==> src/rtl/jet_ts_pkg.sv <==
// Shared definitions for the jet-finding time-slice path. Both the 27:1 slot
// multiplexer and the receive-side collector import this so that slot count,
// slot-select width and slot slicing agree on both ends of the stream.
package jet_ts_pkg;

    localparam int NSLOT  = 27;
    localparam int SLOT_W = 5;

    // Collector frame state: IDLE waits for a slot-0 beat, COLLECT fills slots.
    typedef enum logic {
        IDLE    = 1'b0,
        COLLECT = 1'b1
    } ts_state_t;

    // Bit offset of slot k inside a packed frame of width-bit slots.
    function automatic int slot_base(input int k, input int width);
        return k * width;
    endfunction

endpackage

==> src/rtl/ts_demux27.sv <==
// Time-slice frame collector: rebuilds 27-slot frames from a serial stream of
// WIDTH-bit beats. Slots 0..25 land in a capture array; slot 26 goes straight
// into the output bank together with the captured slots, so the completed
// frame appears one cycle after its last beat with a one-cycle out_valid.
//
// Handshake: a beat is accepted on every rising edge where in_valid=1; there
// is no backpressure. in_first marks slot 0 and is ignored while in_valid=0.
// out_valid, err_short and err_orphan are registered one-cycle pulses; at most
// one of them is high in any cycle because each comes from a distinct branch
// of the same beat decision.
module ts_demux27
    import jet_ts_pkg::*;
#(
    parameter int WIDTH = 32
) (
    input  logic                   clk,
    input  logic                   rst_n,
    input  logic                   in_valid,
    input  logic                   in_first,
    input  logic [WIDTH-1:0]       in_data,
    output logic                   out_valid,
    output logic [NSLOT*WIDTH-1:0] out_slots,
    output logic                   err_short,
    output logic                   err_orphan
);

    // Index of the final slot; that beat completes the frame instead of
    // being captured.
    localparam logic [SLOT_W-1:0] CNT_LAST = SLOT_W'(NSLOT - 1);

    ts_state_t                state_q, state_d;
    logic [SLOT_W-1:0]        cnt_q, cnt_d;
    logic [WIDTH-1:0]         capture_q [NSLOT-1];
    logic [WIDTH-1:0]         capture_d [NSLOT-1];
    logic [NSLOT*WIDTH-1:0]   out_slots_q, out_slots_d;
    logic                     out_valid_q, out_valid_d;
    logic                     err_short_q, err_short_d;
    logic                     err_orphan_q, err_orphan_d;

    // Frame-open test; counter values past the last slot cannot occur but,
    // if they ever did, the next beat is handled as if no frame were open.
    logic                     frame_open;
    assign frame_open = (state_q == COLLECT) && (cnt_q <= CNT_LAST);

    // Next-state decision for one accepted beat; gaps hold everything.
    always_comb begin
        state_d      = state_q;
        cnt_d        = cnt_q;
        capture_d    = capture_q;
        out_slots_d  = out_slots_q;
        out_valid_d  = 1'b0;
        err_short_d  = 1'b0;
        err_orphan_d = 1'b0;

        if (in_valid) begin
            if (!frame_open) begin
                if (in_first) begin
                    capture_d[0] = in_data;
                    cnt_d        = SLOT_W'(1);
                    state_d      = COLLECT;
                end else begin
                    // Beat with no frame to belong to: dropped.
                    err_orphan_d = 1'b1;
                    cnt_d        = '0;
                    state_d      = IDLE;
                end
            end else if (in_first) begin
                // Restart: the partial frame is abandoned and this beat
                // becomes slot 0 of the new one, even on the slot-26 beat.
                err_short_d  = 1'b1;
                capture_d[0] = in_data;
                cnt_d        = SLOT_W'(1);
            end else if (cnt_q < CNT_LAST) begin
                for (int k = 0; k < NSLOT - 1; k++) begin
                    if (cnt_q == SLOT_W'(k)) begin
                        capture_d[k] = in_data;
                    end
                end
                cnt_d = cnt_q + SLOT_W'(1);
            end else begin
                // Slot 26: publish the frame without storing the last word.
                for (int k = 0; k < NSLOT - 1; k++) begin
                    out_slots_d[slot_base(k, WIDTH) +: WIDTH] = capture_q[k];
                end
                out_slots_d[slot_base(NSLOT - 1, WIDTH) +: WIDTH] = in_data;
                out_valid_d = 1'b1;
                cnt_d       = '0;
                state_d     = IDLE;
            end
        end
    end

    // State, capture and output registers; reset clears the output bank too.
    always_ff @(posedge clk or negedge rst_n) begin
        if (!rst_n) begin
            state_q      <= IDLE;
            cnt_q        <= '0;
            capture_q    <= '{default: '0};
            out_slots_q  <= '0;
            out_valid_q  <= 1'b0;
            err_short_q  <= 1'b0;
            err_orphan_q <= 1'b0;
        end else begin
            state_q      <= state_d;
            cnt_q        <= cnt_d;
            capture_q    <= capture_d;
            out_slots_q  <= out_slots_d;
            out_valid_q  <= out_valid_d;
            err_short_q  <= err_short_d;
            err_orphan_q <= err_orphan_d;
        end
    end

    assign out_valid  = out_valid_q;
    assign out_slots  = out_slots_q;
    assign err_short  = err_short_q;
    assign err_orphan = err_orphan_q;

endmodule

==> config.mk <==
export PLATFORM = sky130hd
export DESIGN_NAME = ts_demux27
export DESIGN_NICKNAME = d
export VERILOG_FILES = /design/src/rtl/jet_ts_pkg.sv /design/src/rtl/ts_demux27.sv
export SDC_FILE = /design/constraint.sdc
export NUM_CORES = 2
export LEC_CHECK = 0
export ABC_AREA = 1
export CORE_MARGIN = 4
export CORE_UTILIZATION = 30
export CTS_BUF_LIST = sky130_fd_sc_hd__clkbuf_8 sky130_fd_sc_hd__clkbuf_16
export DETAILED_ROUTE_END_ITERATION = 12
export SLEW_MARGIN = 30
export SYNTH_ARGS = -nofsm -noshare
export SYNTH_HDL_FRONTEND = slang
export SYNTH_SLANG_ARGS = --single-unit
export TNS_END_PERCENT = 50
==> constraint.sdc <==
create_clock -name clk -period 4.2 [get_ports clk]
set_input_delay 0.42 -clock clk [delete_from_list [all_inputs] [get_ports clk]]
set_output_delay 0.42 -clock clk [all_outputs]
set_load 0.02 [all_outputs]
[After elaboration in Yosys (flattened, before gate mapping)]
Index checks and enable logic that the tools add are counted.
Cells by class
  order comparisons: 2
  bitwise operators: 2
  multiplexer cells: 47
  $add $sub $neg: 1
  eq/ne operators: 27
  reduce and logical (&&, ||, !) cells: 33
Operators by type and width (count)
  $mux W32: 29
  $mux W832: 1
  $reduce_and A5 Y1: 25
  $eq A5 B5 Y1 const B: 10
  $eq A5 B4 Y1 const B: 8
  $eq A5 B3 Y1 const B: 4
  $mux W5: 3
  $mux W1: 14
  $eq A5 B2 Y1 const B: 2
  $reduce_and A4 Y1: 2
  $reduce_bool A2 Y1: 3
  $add A5 B1 Y5 const B: 1
  $eq A5 B1 Y1 const B: 1
  $le A5 B5 Y1 const B: 1
  $logic_not A5 Y1: 1
  $lt A5 B5 Y1 const B: 1
  $ne A2 B2 Y1 const B: 2
  $reduce_and A3 Y1: 1
  $not A1 Y1: 2
  $logic_and A1 B1 Y1: 1
Word-level totals
  output and inout port bits: 867
  input bits: 36
  bits in registers: 1705
  word-level logic and storage cells: 144

[Depth between registers and ports, before layout]
  word-level depth: 5
  gate-level depth with buffers: 11
  mapped depth without buffers: 8

[Worst setup path after synthesis]
OpenSTA, ideal clock, no wires.
  path kind: register to register
  start point: register cnt_q[0]
  end point: register out_slots_q[292], in the netlist out_slots[292]
  cell stages (with the launch flop): 11
  setup time: 0.116 ns
  data required time: 4.084 ns
  period minus slack after synthesis: 1.903 ns
  buffers on the path: 3
  setup slack: 2.297 ns
  data arrival time: 1.787 ns
  cell sequence: dfrtp_1 inv_1 ha_1 nand4_1 nor2_4 nand2_2 buf_2 buf_2 buf_2 nand2_1 nand2_1
Between the ends
  cells in the longest elaborated chain, start to end: 3
  elaborated cells between the ends (all ways): 5
  those cells by class: order compare: 2; bitwise: 1; reduce/logical: 2
Ends and longest elaborated chain
  from (decl): line ts_demux27.sv:32  | logic [SLOT_W-1:0] cnt_q, cnt_d;
  from (signal assigned): line ts_demux27.sv:105  | cnt_q <= cnt_d;
  $le A5 B5 Y1 or $lt A5 B5 Y1 (tied branches): line ts_demux27.sv:43, ts_demux27.sv:73
  $logic_and A1 B1 Y1 or $not A1 Y1 (tied branches)
  $reduce_and A4 Y1 (no source line) (*)
  to (signal assigned): line ts_demux27.sv:107  | out_slots_q <= out_slots_d;
  to (decl): line ts_demux27.sv:35  | logic [NSLOT*WIDTH-1:0] out_slots_q, out_slots_d;
Every way passes the cells marked *; elsewhere a longest branch is shown, timed or not.
A chain may end at the register's enable or synchronous reset.

[Worst setup path after layout]
  start point: register cnt_q[0]
  end point: register out_slots_q[581], in the netlist out_slots[581]
Same word-level chain as after synthesis.

==> metrics.txt <==
Synth Warn #=0; Tot Pwr=35.4 mW; clk_lat worst skew=around 0.82 ns; Yosys top cell area share=68.1%; Routed Antenna Nets=0; Top Metal Used=met4; RSZ-0062 raised after global routing=false; Main synth FF type=dfrtp_1; clock root buffer=clkbuf_16; skew final=roughly 0.027 ns; global-route usage over all layers=between 20 and 25%; multi-input logic area=between 15000 and 20000 µm²; I/O pins=between 900 and 1000; Die ar.=around 220000 µm²; Pre-Repair DR Iteration Count=6; cts repair resizes=0; pre-CTS setup slack=~0.95 ns; fin crit share=about three quarters; most frequent cells in the layout=3418 x nand2_1, 1705 x dfrtp_1, 901 x clkdlybuf4s50_1; Final TNS setup=0 ns; first-pass GRT wire length=334 mm; Longest Clk Path Bufs=3; clock transition at the registers of the reported paths=0.06 ns; CP cell instances=inv_1 > ha_1 > nand4_1 > nor2_4 > nand2_8 > inv_8 > buf_12 > nand2_1 > nand2_1; area leader, netlist=dfrtp_1; WP data arrival=roughly 4.0 ns; worst path required time=between 4 and 5 ns; syn avg cell area=9.53 µm²; fin. max-slew vios=0; core area=about 210000 µm²; clock sink count=1705; startpoint types=register; CTS tree=built; final setup violation count=0; final-stage net count=approximately 7400; crit end category=register; fmax=between 0.3 and 0.4 GHz; initial antenna violation count=29; grt ovf=0; largest net degree at the start of global routing=just over 200; commonest non-fill, non-tap cell in the layout=nand2_1; post-synthesis sequential area ratio=68.1%; CP most frequent cell=nand2_1; FFs w/ async S/R, synth=100%; slew margin rel.=a little under a third; post-synth cell types=22; via count=slightly below 50000; post-CTS setup buffer count=0; setup ws final=slightly below 1 ns; die height=around 470 µm; Hold Violations, Final=0; Slew @ Worst Pin=about 1.0 ns; First DRT Iteration DRCs=5162; Post-route DRC=0; VDD IR max=a little over 0.4 mV; family with the most delay on the worst path=buffers and inverters; gpl congestion=between 0.8 and 0.9; EDFF count, synth=0; post-synthesis cell area=~63000 µm²; CTS Buf Count=~180; DRT Wirelength=approximately 230 mm; hold_ws=~0.23 ns; Initial Util=around 30%; routed wire length per instance=about 22 µm; share of layout cells above drive strength 1=6.16%; Slowest cell on crit path=inv_8; number of global-route vias before repair=47200; DR vias/cell=4.74; Seq cells post-synth=approximately 1700; WP buf/inv=3; Net Count, Synth=between 6000 and 7000; leakage=approximately 40 nW; power per cell area=roughly 440 nW/µm²; H-tree levels=4; post-synthesis cell count=between 6000 and 7000; Area contributors post-synth=dfrtp_1 68%, nand2_1 21%, o21ai_0 5.3%; status=finished clean; Die Width=465 µm; input/output buffers=between 900 and 1000; minimum clock period=around 3.2 ns; P&R area growth vs syn=28.3%; DPL Wire Length=approximately 140 mm; WL met2=about 100 mm; filler cell count=slightly above 20000; total area of sequential cells=between 40000 and 50000 µm²; Hold Path Class=primary input to register; crit path kind=register to register; CP peak stage delay=0.58 ns; Max-Cap Viols=0; Core Rows=167; Max Fanout on Critical Path=between 100 and 150; met1 wire length=approximately 100 mm; Met3 Routed Length=between 15 and 20 mm
## kinds of logic after synthesis
family | Yosys count | share of synthesized area (%)
AO/OA/AOI/OAI | 840 | 6.72
XOR/XNOR | 1 | 0.0140
adder cells (fa/ha/maj) | 5 | 0.0998
buffers and inverters | 469 | 3.50
flip-flops | 1705 | 68.1
AND/OR/NAND/NOR | 3554 | 21.6
## layout make-up
cell class,count,share of cell area (%)
Timing Repair Buffer,1014,12.7
Inverter,47,0.266
Antenna cell,7,0.0218
Clock inverter,94,1.03
Sequential cell,1705,53.1
Tap cell,2788,4.34
Clock buffer,223,6.34
Multi-Input combinational cell,4400,22.2
## layer usage
layer  GRT usage (%)  vias to the layer above
met4            6.34                        0
met2            31.1                     2121
met5               0                        -
met1            30.0                    24200
li1                -                    22100
met3            4.47                      341
## worst min-delay path: cells and delay by family
kind                   cells  cell delay, ns
buffers and inverters      1            0.44
and+or+nand+nor            2            0.15
## synthesized netlist by cell type, types with 13 or more instances
cell / number
buf_2: 165
buf_4: 27
buf_6: 17
clkbuf_1: 211
dfrtp_1: 1705
inv_1: 44
nand2_1: 3424
nand2_2: 13
nand3_1: 40
nor2_1: 64
o21ai_0: 668
o21ai_1: 166
## where the power goes
group | total (mW) | internal (mW) | switching, mW | leakage (nW)
logic | 1.75 | 0.481 | 1.27 | 13.5
registers | 17.8 | 17.3 | 0.478 | 23.6
clock network | 15.9 | 9.04 | 6.88 | 3.08
total | 35.4 | 26.8 | 8.62 | 40.2
## timing repair
item,CTS,global route
hold endpoints to repair,59,0
hold buffers,1,0
setup endpoints to repair,0,0
## registers in the layout, indices dropped and copies added, names as in the netlist
name	flops
capture_q	832
err_short	1
cnt_q	5
out_slots	864
state_q	1
out_valid	1
err_orphan	1
## final timing paths
check / start / end / slack (ns) / depth (start not counted)
max: cnt_q[0]$_DFFE_PN0P_ / out_slots[581]$_DFFE_PN0P_ / 0.97 / 9
min: in_first / state_q$_DFFE_PN0P_ / 0.23 / 3
max reg2reg: cnt_q[0]$_DFFE_PN0P_ / out_slots[581]$_DFFE_PN0P_ / 0.97 / 9
min reg2reg: capture_q[67]$_DFFE_PN0P_ / out_slots[739]$_DFFE_PN0P_ / 0.46 / 2
max in group asynchronous: rst_n / out_slots[117]$_DFFE_PN0P_ / 2.48 / 3
min in group asynchronous: rst_n / capture_q[24]$_DFFE_PN0P_ / 0.27 / 2
## through the flow
step	util, %	cells	cell area (µm²)
4_1_cts	38.7	10300	80300
5_1_grt	38.7	10300	80300
6_report	38.7	10300	80400
3_5_place_dp	35.8	9951	74400
2_1_floorplan	-	6574	62700
3_3_place_gp	35.8	9951	74300
Power figures use the tool's default switching activity.
